## src/rtl/traffic_phase_arbiter.sv

```systemverilog
// Purpose : four-approach traffic phase sequencer (ALLRED/GREEN/YELLOW/EMG) with
//           round-robin service, green extension, pedestrian latches and preemption.
// Latency : one clk from decision to registered state; lamps decode with zero latency.
// Backpressure: none; demands are levels, buttons are latched until served.
//
// Ports:
//   clk, reset (sync, active-low), tick (timebase pulse)
//   veh_req[3:0] vehicle demand levels, ped_btn[3:0] pedestrian button pulses
//   emg_req / emg_dir[1:0] emergency preemption request and target approach
//   green/yellow/red/walk[3:0] per-approach drives, cur[1:0] served approach,
//   state[1:0] FSM code (ALLRED=00, GREEN=01, YELLOW=10, EMG=11)
module traffic_phase_arbiter #(
    parameter int GREEN_MIN = 4,
    parameter int GREEN_MAX = 12,
    parameter int YELLOW_T  = 2,
    parameter int ALLRED_T  = 1
) (
    input  logic       clk,
    input  logic       reset,
    input  logic       tick,
    input  logic [3:0] veh_req,
    input  logic [3:0] ped_btn,
    input  logic       emg_req,
    input  logic [1:0] emg_dir,
    output logic [3:0] green,
    output logic [3:0] yellow,
    output logic [3:0] red,
    output logic [3:0] walk,
    output logic [1:0] cur,
    output logic [1:0] state
);

    typedef enum logic [1:0] {
        ST_ALLRED = 2'b00,
        ST_GREEN  = 2'b01,
        ST_YELLOW = 2'b10,
        ST_EMG    = 2'b11
    } state_e;

    localparam logic [5:0] GMIN_W = 6'(GREEN_MIN);
    localparam logic [5:0] GMAX_W = 6'(GREEN_MAX);
    localparam logic [5:0] YEL_W  = 6'(YELLOW_T);
    localparam logic [5:0] AR_W   = 6'(ALLRED_T);

    state_e     state_q, state_d;
    logic [4:0] timer_q, timer_d;
    logic [1:0] cur_q,   cur_d;
    logic [3:0] ped_pend_q, ped_pend_d;

    logic [3:0] pending;
    logic [3:0] others;
    logic [3:0] cur_oh;
    logic [3:0] ped_clr;
    logic [5:0] timer_inc;
    logic       gmin_exp, gmax_exp, yel_exp, ar_exp;
    logic [1:0] rr_idx;
    logic [1:0] rr_cand;
    logic       rr_found;

    assign cur_oh    = 4'b0001 << cur_q;
    assign pending   = veh_req | ped_pend_q;
    assign others    = pending & ~cur_oh;
    // One bit wider so the comparison still works when the timer sits at 31.
    assign timer_inc = {1'b0, timer_q} + 6'd1;
    assign gmin_exp  = tick & (timer_inc >= GMIN_W);
    assign gmax_exp  = tick & (timer_inc >= GMAX_W);
    assign yel_exp   = tick & (timer_inc >= YEL_W);
    assign ar_exp    = tick & (timer_inc >= AR_W);

    // Round-robin search starting after the last served approach; cur itself last.
    always_comb begin
        rr_found = 1'b0;
        rr_idx   = cur_q;
        rr_cand  = cur_q;
        for (int k = 1; k <= 4; k++) begin
            rr_cand = cur_q + 2'(k);
            if (!rr_found && pending[rr_cand]) begin
                rr_found = 1'b1;
                rr_idx   = rr_cand;
            end
        end
    end

    always_comb begin
        state_d = state_q;
        cur_d   = cur_q;
        ped_clr = 4'b0000;
        case (state_q)
            ST_ALLRED: begin
                if (ar_exp && emg_req) begin
                    state_d = ST_EMG;
                    cur_d   = emg_dir;
                end else if (ar_exp && rr_found) begin
                    state_d = ST_GREEN;
                    cur_d   = rr_idx;
                end
            end
            ST_GREEN: begin
                // Preemption acts on the next edge, regardless of tick or GREEN_MIN.
                if (emg_req) begin
                    state_d = (emg_dir == cur_q) ? ST_EMG : ST_YELLOW;
                end else if (others != 4'b0000) begin
                    if ((gmin_exp && !veh_req[cur_q]) || gmax_exp) begin
                        state_d = ST_YELLOW;
                    end
                end
                if (gmin_exp || (state_d != ST_GREEN)) begin
                    ped_clr = cur_oh;
                end
            end
            ST_YELLOW: begin
                if (yel_exp) begin
                    state_d = ST_ALLRED;
                end
            end
            ST_EMG: begin
                if (!emg_req) begin
                    state_d = ST_YELLOW;
                end
            end
            default: state_d = ST_ALLRED;
        endcase
    end

    always_comb begin
        timer_d = timer_q;
        if (state_d != state_q) begin
            timer_d = 5'd0;
        end else if (tick && (timer_q != 5'd31)) begin
            timer_d = timer_q + 5'd1;
        end
    end

    // A new press wins over a same-cycle clear so it is never lost.
    assign ped_pend_d = (ped_pend_q & ~ped_clr) | ped_btn;

    always_ff @(posedge clk) begin
        if (!reset) begin
            state_q    <= ST_ALLRED;
            timer_q    <= 5'd0;
            cur_q      <= 2'd3;
            ped_pend_q <= 4'b0000;
        end else begin
            state_q    <= state_d;
            timer_q    <= timer_d;
            cur_q      <= cur_d;
            ped_pend_q <= ped_pend_d;
        end
    end

    always_comb begin
        green  = 4'b0000;
        yellow = 4'b0000;
        walk   = 4'b0000;
        case (state_q)
            ST_GREEN: begin
                green = cur_oh;
                walk  = cur_oh & ped_pend_q;
            end
            ST_EMG:    green  = cur_oh;
            ST_YELLOW: yellow = cur_oh;
            default: ;
        endcase
    end

    assign red   = ~(green | yellow);
    assign cur   = cur_q;
    assign state = state_q;

endmodule

```

## config.mk

```make
export PLATFORM = sky130hd
export DESIGN_NAME = traffic_phase_arbiter
export DESIGN_NICKNAME = d
export VERILOG_FILES = /design/src/rtl/traffic_phase_arbiter.sv
export SDC_FILE = /design/constraint.sdc
export NUM_CORES = 1
export LEC_CHECK = 0
export BUFFER_PORTS_ARGS = -buffer_cell sky130_fd_sc_hd__buf_2
export CORE_MARGIN = 2
export CORE_UTILIZATION = 48
export CTS_BUF_LIST = sky130_fd_sc_hd__clkbuf_8
export DETAILED_ROUTE_END_ITERATION = 7
export GPL_TIMING_DRIVEN = 1
export PLACE_DENSITY = 0.82
export SETUP_SLACK_MARGIN = 0.1
export SLEW_MARGIN = 0
export SYNTH_ARGS = -nofsm -noshare
export SYNTH_HDL_FRONTEND = slang
export SYNTH_SLANG_ARGS = --single-unit
```

## constraint.sdc

```tcl
create_clock -name clk -period 6.6 [get_ports clk]
set_input_delay 0.99 -clock clk [delete_from_list [all_inputs] [get_ports clk]]
set_output_delay 0.99 -clock clk [all_outputs]
set_load 0.05 [all_outputs]
```

==> results.json <==
{
  "rsz0062_at_grt": "no",
  "worst_clock_skew_ns": 0.004412,
  "max_freq_mhz": 366.4,
  "report.final.slew_viol_count": 0,
  "critical_path_required_ns": 5.61,
  "synthFlopType": "dfxtp_1",
  "drt_iter0_drc": 75,
  "syn_nets": 183,
  "p_clk_share_pct": 15.9,
  "min_path_type": "reg2reg",
  "multi_input_area_um2": 940.9,
  "cts_tree": "built",
  "p_sw_mw": 0.2531,
  "clk_latency_ns": 0.25,
  "routed_wl_mm": 3.516,
  "cts_hold_buf": 0,
  "grt_pass1_vias": 1282,
  "num-fill-cells": 228,
  "nets": 215,
  "place_inst": 218,
  "register_area_um2": 260.3,
  "antenna_found_initial": 0,
  "clk_pin_slew_worst_paths_ns": 0.07,
  "grt_usage_pct": 23.21,
  "clock_path_buffers": 2,
  "postCtsSetupBuffers": 0,
  "worst_pin_slew_ns": 0.4951,
  "setup_tns_ns": 0,
  "dieArea_um2": 3104,
  "yosys_warnings": 0,
  "core_um2": 2500,
  "combPwrFrac_pct": 56.2,
  "ios": 34,
  "grt_max_degree": 17,
  "fin_crit_sh_pct": 41.35,
  "ant_nets": 0,
  "cts.sinks": 13,
  "drt-pass1-iter-count": 4,
  "slew_headroom_pct": 66.93,
  "clockRootBuffer": "clkbuf_8",
  "post-dp-hpwl_mm": 2.583,
  "start_util_pct": 51.35,
  "wl_per_cell_um": 15.84,
  "num_vias": 1337,
  "ys_types": 53,
  "gr-total-overflow": 0,
  "start_kind": "flip-flop",
  "ys_ff_latch": 13,
  "intPower_mw": 0.2269,
  "rows": 18,
  "instances_no_fill": 222,
  "syn_inst": 161,
  "crit_type": "reg2out",
  "drcViolationCount": 0,
  "cp_max_fo": 13,
  "area.growth.synth_to_final_pct": 16.76,
  "status": "finished clean",
  "diodes": 0,
  "port_buffers": 33,
  "ys_seq_area_share_pct": 20.27,
  "drive_above_1_share_pct": 27.08,
  "setup_viol": 0,
  "maxCapViolations": 0,
  "vias_per_cell": 6.023,
  "gp_congestion": 0.9581,
  "die_y_um": 55.72,
  "grt_pass1_wl_mm": 5.899,
  "synth_edf_count": 0,
  "ctsResizeCount": 0,
  "syn-cell-area_um2": 1284,
  "stdcell_area_um2": 1499,
  "cts_buffers": 3,
  "p_per_area_nw_per_um2": 320.2,
  "hold_viol": 0,
  "postPlaceCellArea_um2": 1453,
  "synth_area_per_cell_um2": 7.973,
  "min_period_ns": 2.729,
  "arrival_ns": 1.74,
  "p_sw_share_pct": 52.72,
  "htreeDepth": 1,
  "hold_slack_ns": 0.5660,
  "p_leak_nw": 0.7026,
  "peakVddDrop_mv": 0.2602,
  "worstSetupEndpointType": "output pin",
  "seqPwrFrac_pct": 27.9,
  "die_x_um": 55.72,
  "synthArstFlopShare_pct": 0
}
==> kinds of logic after synthesis <==
group / share of synthesized area (%)
AND/OR/NAND/NOR: 27.78
AO/OA/AOI/OAI: 26.61
buffers and inverters: 6.433
flip-flops: 20.27
adder cells (fa/ha/maj): 7.798
XOR/XNOR: 4.094
multiplexers: 7.018
==> through the flow <==
step / worst slack [ns] / total power, mW / utilization, %
final: 3.871 / 0.4800 / 59.96
after global routing: 3.717 / 0.5106 / 59.96
after CTS: 3.880 / 0.4781 / 59.96
after detailed placement: 3.761 / 0.3998 / 58.11
after global placement: 3.845 / 0.3907 / 58.11
after floorplan: 3.754 / 0.3411 / -
==> layout by cell type, fill, tap and decap left out, types with 2 or more instances in the layout <==
master / Yosys / routed
xnor2_1: 2 / 2
xor2_1: 4 / 4
or3_1: 2 / 2
a311oi_1: 2 / 2
nor2_1: 13 / 13
or4_1: 2 / 2
nor2b_1: 3 / 3
or2_2: 6 / 6
nand4b_1: 2 / 2
buf_2: 2 / 33
nand3_1: 2 / 2
o21bai_1: 4 / 4
dfxtp_1: 13 / 13
clkbuf_8: 0 / 3
a31oi_1: 4 / 4
o21ai_0: 12 / 12
inv_1: 13 / 13
nor3b_1: 2 / 2
nor3_1: 2 / 2
and3_1: 6 / 6
and2_1: 8 / 8
ha_1: 8 / 8
a21oi_1: 9 / 9
nand2_1: 6 / 6
nand3b_1: 2 / 2
mux2i_1: 3 / 3
==> layout make-up <==
cell class / count / share of cell area, %
Multi-Input combinational cell: 129 / 62.77
Sequential cell: 13 / 17.36
Clock buffer: 3 / 2.755
Tap cell: 30 / 2.504
Timing Repair Buffer: 33 / 11.02
Inverter: 13 / 3.255
Clock inverter: 1 / 0.3339
==> metal layers <==
metal	vias to the layer above	share of wire (%)	global-route usage, %
li1	649	-	-
met1	620	45	30.30
met2	62	47	39.46
met3	6	6.7	3.488
met4	0	1.3	6.620
met5	-	0	0
==> worst paths after layout <==
| check | startpoint | endpoint | cells after the start | slack, ns |
|---|---|---|---|---|
| worst max-delay path | cur[0] | red[2] | 4 | 3.87 |
| worst min-delay path | timer_q[4] | timer_q[4] | 2 | 0.57 |
| worst max register to register | timer_q[0] | timer_q[1] | 8 | 4.13 |
| worst min register to register | timer_q[4] | timer_q[4] | 2 | 0.57 |
==> power groups by stage <==
stage | combinational, mW | clock, mW | sequential [mW]
3_3_place_gp | 0.259 | 0 | 0.132
2_1_floorplan | 0.202 | 0 | 0.139
4_1_cts | 0.268 | 0.0762 | 0.134
3_5_place_dp | 0.265 | 0 | 0.135
6_report | 0.270 | 0.0762 | 0.134
5_1_grt | 0.291 | 0.0796 | 0.140
==> synth_stat cells (6+ instances only) <==
library cell / number / area [µm²]
nand2_1: 6 / 22.52
or2_2: 6 / 37.54
and2_1: 8 / 50.05
dfxtp_1: 13 / 260.3
nor2_1: 13 / 48.80
and3_1: 6 / 37.54
inv_1: 13 / 48.80
ha_1: 8 / 100.1
o21ai_0: 12 / 60.06
a21oi_1: 9 / 45.04
==> worst max-delay path: stages (launching register included) <==
cell     delay (ns)
dfxtp_1        0.62
inv_1          0.17
ha_1           0.30
o21ai_0        0.11
buf_2          0.29
==> registers in the layout, indices dropped and copies added (netlist names) <==
signal,cells
state,2
cur,2
timer_q,5
ped_pend_q,4
(Power assumes the default switching activity.)
